[src/rtl/conware_pkg.sv]
// Shared encodings and constants for the conware AXI-Stream host.
package conware_pkg;

  typedef enum logic [1:0] {
    ST_IDLE = 2'd0,
    ST_SEND = 2'd1,
    ST_RECV = 2'd2,
    ST_DONE = 2'd3
  } host_state_e;

  localparam int DATA_W_DEF = 32;

  // Wide enough for any stream width up to 512 bits; the top slices what it needs.
  localparam int KEEP_MAX_W = 64;
  localparam logic [KEEP_MAX_W-1:0] KEEP_ALL = '1;

endpackage

[src/rtl/conware_word_ram.sv]
// Word buffer: one synchronous write port, one asynchronous read port.
module conware_word_ram #(
  parameter int DATA_W    = 32,
  parameter int NUM_WORDS = 64,
  parameter int ADDR_W    = 6
) (
  input  logic              clk_i,
  input  logic              we_i,
  input  logic [ADDR_W-1:0] waddr_i,
  input  logic [DATA_W-1:0] wdata_i,
  input  logic [ADDR_W-1:0] raddr_i,
  output logic [DATA_W-1:0] rdata_o
);

  logic [DATA_W-1:0] mem_q [NUM_WORDS];

  always_ff @(posedge clk_i) begin
    if (we_i) mem_q[waddr_i] <= wdata_i;
  end

  assign rdata_o = mem_q[raddr_i];

endmodule

[src/rtl/conware_axis_host.sv]
// Streams one board out on M_AXIS and collects the result board from S_AXIS.
//   state | meaning
//   IDLE  | buffers loadable, waiting for start
//   SEND  | transmitting board words (rx may already overlap)
//   RECV  | all tx done, waiting for remaining rx words
//   DONE  | one-cycle completion pulse
module conware_axis_host
  import conware_pkg::*;
#(
  parameter int DATA_W    = DATA_W_DEF,
  parameter int NUM_WORDS = 64,
  parameter int ADDR_W    = 6
) (
  input  logic                ACLK,
  input  logic                ARESETN,
  input  logic                start,
  input  logic                load_we,
  input  logic [ADDR_W-1:0]   load_addr,
  input  logic [DATA_W-1:0]   load_data,
  input  logic [ADDR_W-1:0]   rd_addr,
  output logic [DATA_W-1:0]   rd_data,
  output logic                M_AXIS_TVALID,
  output logic [DATA_W-1:0]   M_AXIS_TDATA,
  output logic                M_AXIS_TLAST,
  input  logic                M_AXIS_TREADY,
  output logic [DATA_W/8-1:0] M_AXIS_TKEEP,
  output logic [DATA_W/8-1:0] M_AXIS_TSTRB,
  output logic                S_AXIS_TREADY,
  input  logic [DATA_W-1:0]   S_AXIS_TDATA,
  input  logic                S_AXIS_TLAST,
  input  logic                S_AXIS_TVALID,
  output logic                busy,
  output logic                done,
  output logic                tlast_err,
  output logic [31:0]         tx_count,
  output logic [31:0]         rx_count,
  output logic [7:0]          host_state
);

  localparam logic [ADDR_W-1:0] LAST_IDX = ADDR_W'(NUM_WORDS - 1);

  host_state_e       state_q;
  logic [ADDR_W-1:0] tx_idx_q, rx_idx_q;
  logic              rx_done_q, tlast_err_q;
  logic [31:0]       tx_count_q, rx_count_q;
  logic [DATA_W-1:0] rd_data_q;
  logic [1:0]        rst_sync_q;
  logic              rst_n;
  logic              tx_fire, rx_fire, rx_last;
  logic [DATA_W-1:0] board_rd, result_rd;

  // Reset asserts asynchronously but releases on a clock edge.
  always_ff @(posedge ACLK or negedge ARESETN) begin
    if (!ARESETN) rst_sync_q <= '0;
    else          rst_sync_q <= {rst_sync_q[0], 1'b1};
  end
  assign rst_n = rst_sync_q[1];

  assign M_AXIS_TVALID = (state_q == ST_SEND);
  assign S_AXIS_TREADY = ((state_q == ST_SEND) || (state_q == ST_RECV)) && !rx_done_q;
  assign tx_fire       = M_AXIS_TVALID && M_AXIS_TREADY;
  assign rx_fire       = S_AXIS_TVALID && S_AXIS_TREADY;
  assign rx_last       = (rx_idx_q == LAST_IDX);

  conware_word_ram #(.DATA_W(DATA_W), .NUM_WORDS(NUM_WORDS), .ADDR_W(ADDR_W)) u_board (
    .clk_i   (ACLK),
    .we_i    (load_we && (state_q == ST_IDLE)),
    .waddr_i (load_addr),
    .wdata_i (load_data),
    .raddr_i (tx_idx_q),
    .rdata_o (board_rd)
  );

  conware_word_ram #(.DATA_W(DATA_W), .NUM_WORDS(NUM_WORDS), .ADDR_W(ADDR_W)) u_result (
    .clk_i   (ACLK),
    .we_i    (rx_fire),
    .waddr_i (rx_idx_q),
    .wdata_i (S_AXIS_TDATA),
    .raddr_i (rd_addr),
    .rdata_o (result_rd)
  );

  always_ff @(posedge ACLK or negedge rst_n) begin
    if (!rst_n) begin
      state_q     <= ST_IDLE;
      tx_idx_q    <= '0;
      rx_idx_q    <= '0;
      rx_done_q   <= 1'b0;
      tlast_err_q <= 1'b0;
      tx_count_q  <= '0;
      rx_count_q  <= '0;
    end else begin
      if (tx_fire) tx_count_q <= tx_count_q + 32'd1;
      if (rx_fire) begin
        rx_count_q <= rx_count_q + 32'd1;
        if (rx_last != S_AXIS_TLAST) tlast_err_q <= 1'b1;
        // Index parks on the last word; rx_done_q closes TREADY to stall extras.
        if (rx_last) rx_done_q <= 1'b1;
        else         rx_idx_q  <= rx_idx_q + ADDR_W'(1);
      end
      case (state_q)
        ST_IDLE: if (start) begin
          state_q     <= ST_SEND;
          tx_idx_q    <= '0;
          rx_idx_q    <= '0;
          rx_done_q   <= 1'b0;
          tlast_err_q <= 1'b0;
        end
        ST_SEND: if (tx_fire) begin
          if (tx_idx_q == LAST_IDX) begin
            if (rx_done_q || (rx_fire && rx_last)) state_q <= ST_DONE;
            else                                   state_q <= ST_RECV;
          end else begin
            tx_idx_q <= tx_idx_q + ADDR_W'(1);
          end
        end
        ST_RECV: if (rx_fire && rx_last) state_q <= ST_DONE;
        ST_DONE: state_q <= ST_IDLE;
        default: state_q <= ST_IDLE;
      endcase
    end
  end

  always_ff @(posedge ACLK or negedge rst_n) begin
    if (!rst_n) rd_data_q <= '0;
    else        rd_data_q <= result_rd;
  end

  assign rd_data      = rd_data_q;
  assign M_AXIS_TDATA = M_AXIS_TVALID ? board_rd : '0;
  assign M_AXIS_TLAST = M_AXIS_TVALID && (tx_idx_q == LAST_IDX);
  assign M_AXIS_TKEEP = KEEP_ALL[DATA_W/8-1:0];
  assign M_AXIS_TSTRB = KEEP_ALL[DATA_W/8-1:0];
  assign busy         = (state_q == ST_SEND) || (state_q == ST_RECV);
  assign done         = (state_q == ST_DONE);
  assign tlast_err    = tlast_err_q;
  assign tx_count     = tx_count_q;
  assign rx_count     = rx_count_q;
  assign host_state   = 8'(state_q);

endmodule

[config.mk]
export PLATFORM = sky130hd
export DESIGN_NAME = conware_axis_host
export DESIGN_NICKNAME = d
export VERILOG_FILES = /design/src/rtl/conware_pkg.sv /design/src/rtl/conware_word_ram.sv /design/src/rtl/conware_axis_host.sv
export SDC_FILE = /design/constraint.sdc
export NUM_CORES = 2
export LEC_CHECK = 0
export CORE_MARGIN = 10
export CORE_UTILIZATION = 50
export CTS_BUF_LIST = sky130_fd_sc_hd__clkbuf_16
export DETAILED_ROUTE_END_ITERATION = 7
export HOLD_SLACK_MARGIN = 0.12
export PLACE_DENSITY = 0.65
export SYNTH_ARGS = -nofsm -noshare
export SYNTH_HDL_FRONTEND = slang
export SYNTH_HIERARCHICAL = 1
export SYNTH_SLANG_ARGS = --single-unit
[constraint.sdc]
create_clock -name ACLK -period 7.5 [get_ports ACLK]
set_clock_uncertainty 0.2 [all_clocks]
set_input_delay 0.75 -clock ACLK [delete_from_list [all_inputs] [get_ports ACLK]]
set_output_delay 0.75 -clock ACLK [all_outputs]
set_load 0.01 [all_outputs]
==> impl_table.tex <==
\begin{tabular}{lr}
\hline
Metric & Value \\
\hline
\multicolumn{2}{l}{\textbf{Setup path}} \\
Critical path buffer and inverter count & 3 \\
Kind of cell adding the most delay to the critical path & buffers and inverters \\
Largest stage delay on the critical path & between 1 and 1.5 ns \\
Crit path kind & register to primary output \\
Cell-by-cell trace of the critical path & buf\_12, buf\_4, mux4\_2, o22ai\_1, nor2\_1, a21oi\_1, nor2\_1, and2\_1, clkdlybuf4s50\_1 \\
Required time of the critical path & between 6 and 7 ns \\
Top fanout value on the critical path & 69 \\
Critical Path Sink Type & primary output \\
Cell type with the highest occurrence count on the critical path & sky130\_fd\_sc\_hd\_\_nor2\_1 \\
Element type at the critical path start & register \\
Arrival time at the worst endpoint & about 5.3 ns \\
Critical-path cell with the highest stage delay & sky130\_fd\_sc\_hd\_\_dfrtp\_4 \\
\multicolumn{2}{l}{\textbf{Job}} \\
Maximum capacitance violations & 0 \\
\multicolumn{2}{l}{\textbf{Drt}} \\
Post-DR wirelength/cell & between 30 and 40 um \\
Vias post-DR & about 78000 \\
Met3 wire length & $\sim$48000 um \\
First drt pass iteration count & 5 \\
Met1 WL & roughly 170000 um \\
Residual DRC count & 0 \\
Highest routed layer & met5 \\
Met2 wire len & approximately 190000 um \\
Number of routed nets with antenna violations & 0 \\
Sum of routed wire length over all layers & 410400 um \\
Vias/cell & roughly 6.4 \\
Iteration-0 DRC count of the detailed router & between 10000 and 15000 \\
\multicolumn{2}{l}{\textbf{Cells and area}} \\
Fin util & 56.91\% \\
Number of fillers in the final layout & between 20000 and 25000 \\
Layout cell share with drive strength beyond 1 & 27.06\% \\
Layout area overhead & 13.45\% \\
Number of nets in the final layout & approximately 7700 \\
\multicolumn{2}{l}{\textbf{Synthesis}} \\
Post-Syn Instances & 7039 \\
Post-synth EDFFs & just over 4000 \\
Synthesized flop and latch total & around 4200 \\
Synthesized area per cell & about 23 um\^{}2 \\
FFs w/ async S/R, synth & about 2.7\% \\
Sequential fraction of the synthesis area & approximately 78\% \\
Netlist Area Pre-Place & roughly 160000 um\^{}2 \\
Dominant register cell in the synthesized netlist & sky130\_fd\_sc\_hd\_\_edfxtp\_1 \\
Unique masters post-synth & 57 \\
Synth Warn \# & 6 \\
\multicolumn{2}{l}{\textbf{Global route}} \\
All-layer global routing usage & a little under a quarter \\
Vias in the first global route & around 78000 \\
Overflow after GRT & 0 \\
Largest net degree at the start of global routing & 131 \\
Initial antenna violation count & between 40 and 50 \\
Global-route wire length before repair & around 600000 um \\
\multicolumn{2}{l}{\textbf{Die}} \\
Total Die Area & 344700 um\^{}2 \\
Area of the core region & 320600 um\^{}2 \\
Die extent in x & approximately 590 um \\
Die Ht & between 500 and 600 um \\
Boundary Pins & between 200 and 250 \\
FP Rows & 208 \\
Initial standard-cell utilization of the core & between 50\% and 60\% \\
\multicolumn{2}{l}{\textbf{Clock tree}} \\
Cell at the root of the clock tree & sky130\_fd\_sc\_hd\_\_clkbuf\_16 \\
Clock tree from TritonCTS & built \\
Deepest clock path buffer count & 4 \\
\# clock sinks & between 4000 and 5000 \\
Clock Latency Late Sink & about 0.94 ns \\
Clock slew at reported path FFs & about 0.060 ns \\
Resize count post-CTS & 0 \\
Clock H-tree levels & 5 \\
TritonCTS buffer count & 418 \\
\multicolumn{2}{l}{\textbf{Run status}} \\
Outcome & complete, no violations \\
\multicolumn{2}{l}{\textbf{Power and ir drop}} \\
Pwr dens & around 300 nW/um\^{}2 \\
Worst vdd rail ir drop & between 0.0002 and 0.00025 V \\
P\_leak & roughly 57 nW \\
\multicolumn{2}{l}{\textbf{STA}} \\
Worst slew pin tran & $\sim$1.3 ns \\
Clock period minus worst slack & approximately 6.3 ns \\
Setup-violating endpoint count in the final report & 0 \\
Final Max Slew Viols & 0 \\
RSZ-0062 raised after global routing & no \\
Endpoints failing hold & 0 \\
Headroom to the max-slew limit & between 10\% and 20\% \\
Achievable frequency & 0.1596 GHz \\
Final period util & a little over four fifths \\
Setup total negative slack & 0 ns \\
\multicolumn{2}{l}{\textbf{Placement}} \\
Port bufs & roughly 220 \\
Routability Congestion & a little over 0.8 \\
Final HPWL from detailed placement & between 200000 and 250000 um \\
\multicolumn{2}{l}{\textbf{Hold path}} \\
Type of the worst min-delay path & register to register \\
\hline
\end{tabular}
==> power by group <==
group          leakage, nW  internal (W)  switching [W]
Sequential            38.3        0.0261       0.000331
Combinational         12.0       0.00371        0.00499
Clock                 6.73        0.0111        0.00869
==> layout make-up <==
cell class	instances	area (um^2)	area share, %
Antenna cell	10	25.02	0.01371
Clock buffer	427	10690	5.856
Timing Repair Buffer	491	4197	2.300
Multi-Input combinational cell	2442	34030	18.65
Sequential cell	4210	125900	68.98
Clock inverter	329	2242	1.229
Tap cell	4305	5386	2.952
Inverter	7	26.28	0.01440
==> worst reg2reg max path: stages (launching register included) <==
cell and delay, ns:
sky130_fd_sc_hd__dfrtp_1 0.45, sky130_fd_sc_hd__inv_1 0.12, sky130_fd_sc_hd__ha_1 0.38, sky130_fd_sc_hd__nand3b_1 0.22, sky130_fd_sc_hd__inv_1 0.61, sky130_fd_sc_hd__nor2b_1 0.39, sky130_fd_sc_hd__nand3_1 0.73, sky130_fd_sc_hd__nor2_4 1.00
sky130_fd_sc_hd__buf_4 0.45
==> synthesized netlist by cell type (25+ instances only) <==
cell / count / area share [%]
sky130_fd_sc_hd__a21oi_1: 130 / 0.40
sky130_fd_sc_hd__and2_1: 39 / 0.15
sky130_fd_sc_hd__and3_1: 25 / 0.097
sky130_fd_sc_hd__buf_1: 42 / 0.098
sky130_fd_sc_hd__buf_2: 115 / 0.36
sky130_fd_sc_hd__buf_4: 64 / 0.30
sky130_fd_sc_hd__clkbuf_1: 159 / 0.37
sky130_fd_sc_hd__dfrtp_1: 114 / 1.8
sky130_fd_sc_hd__edfxtp_1: 4096 / 76
sky130_fd_sc_hd__mux2i_1: 187 / 1.2
sky130_fd_sc_hd__mux4_2: 1088 / 15
sky130_fd_sc_hd__nand2_1: 85 / 0.20
sky130_fd_sc_hd__nand3_1: 33 / 0.10
sky130_fd_sc_hd__nand4_1: 29 / 0.11
sky130_fd_sc_hd__nor2_1: 293 / 0.68
sky130_fd_sc_hd__nor2b_1: 33 / 0.13
sky130_fd_sc_hd__nor3_1: 35 / 0.11
sky130_fd_sc_hd__o221ai_1: 54 / 0.29
sky130_fd_sc_hd__o22ai_1: 168 / 0.65
sky130_fd_sc_hd__xnor2_1: 39 / 0.21
sky130_fd_sc_hd__xor2_1: 26 / 0.14
==> routing by layer <==
layer	global-route usage (%)	up-vias
li1	-	30990
met1	35.22	41790
met2	34.93	4420
met3	5.626	577
met4	5.655	22
met5	0	-
==> stage by stage <==
| stage | cells | hold slack [ns] | cell area (um^2) | total power (W) | worst slack [ns] |
|---|---|---|---|---|---|
| final | 12220 | 0.1547 | 182500 | 0.05493 | 1.233 |
| after global placement | 11450 | 0.1436 | 169500 | 0.03555 | 2.140 |
| after global routing | 12210 | 0.1645 | 182400 | 0.05667 | 0.8710 |
| after floorplan | 7052 | 0.1312 | 160900 | 0.03222 | 2.692 |
| after detailed placement | 11450 | 0.1595 | 169500 | 0.03561 | 2.151 |
| after CTS | 12210 | 0.1619 | 182400 | 0.05524 | 1.135 |
==> registers in the layout, summed over array words and instances, names as in the netlist <==
register	cells
rx_idx_q	6
tx_idx_q	6
rx_count	32
rx_done_q	1
state_q	2
tx_count	32
u_board/mem_q	2048
rd_data	32
rst_sync_q	2
tlast_err	1
u_result/mem_q	2048
==> cells in the final DEF, fill, tap and decap left out, drive strengths merged, types with 16 or more instances in the layout <==
cell and count:
xor2 26, xnor2 39, mux2i 187, nand3 33, clkdlybuf4s50 149, a311oi 16, clkinv 192, nor3 35
mux4 1088, and2 39, o22ai 168, buf 341, nand2 85, nand4 30, inv 114, nor2 293
dfrtp 114, nor2b 34, o221ai 54, edfxtp 4096, a21oi 130, and3 25, bufinv 24, a22oi 24
clkbuf 427, nand2b 16
==> final timing paths <==
kind	depth (start not counted)	slack [ns]	startpoint	to
setup / recovery	9	1.23	tx_idx_q[2]	M_AXIS_TDATA[5]
hold / removal	0	0.15	rst_sync_q[0]	rst_sync_q[1]
setup reg to reg	8	2.63	state_q[1]	u_result/mem_q[14][11]
hold reg to reg	0	0.15	rst_sync_q[0]	rst_sync_q[1]
max in group asynchronous	2	5.21	rst_sync_q[1]	rd_data[18]
min in group asynchronous	0	0.22	rst_sync_q[1]	tx_count[17]
==> kinds of logic after synthesis <==
family          share of synthesized area (%)
flops                                   78.25
simple gates                            1.943
buf+inv                                 1.225
compound gates                          1.725
other cells                          0.004670
mux                                     16.43
fa+ha+maj                             0.07002
xor+xnor                               0.3540
==> what timing repair did <==
item | in CTS | in global routing
hold buffers | 1 | 0
hold endpoints to repair | 2 | 0
buffers inserted | 0 | 0
No activity file was read; power rests on OpenSTA's default activity.
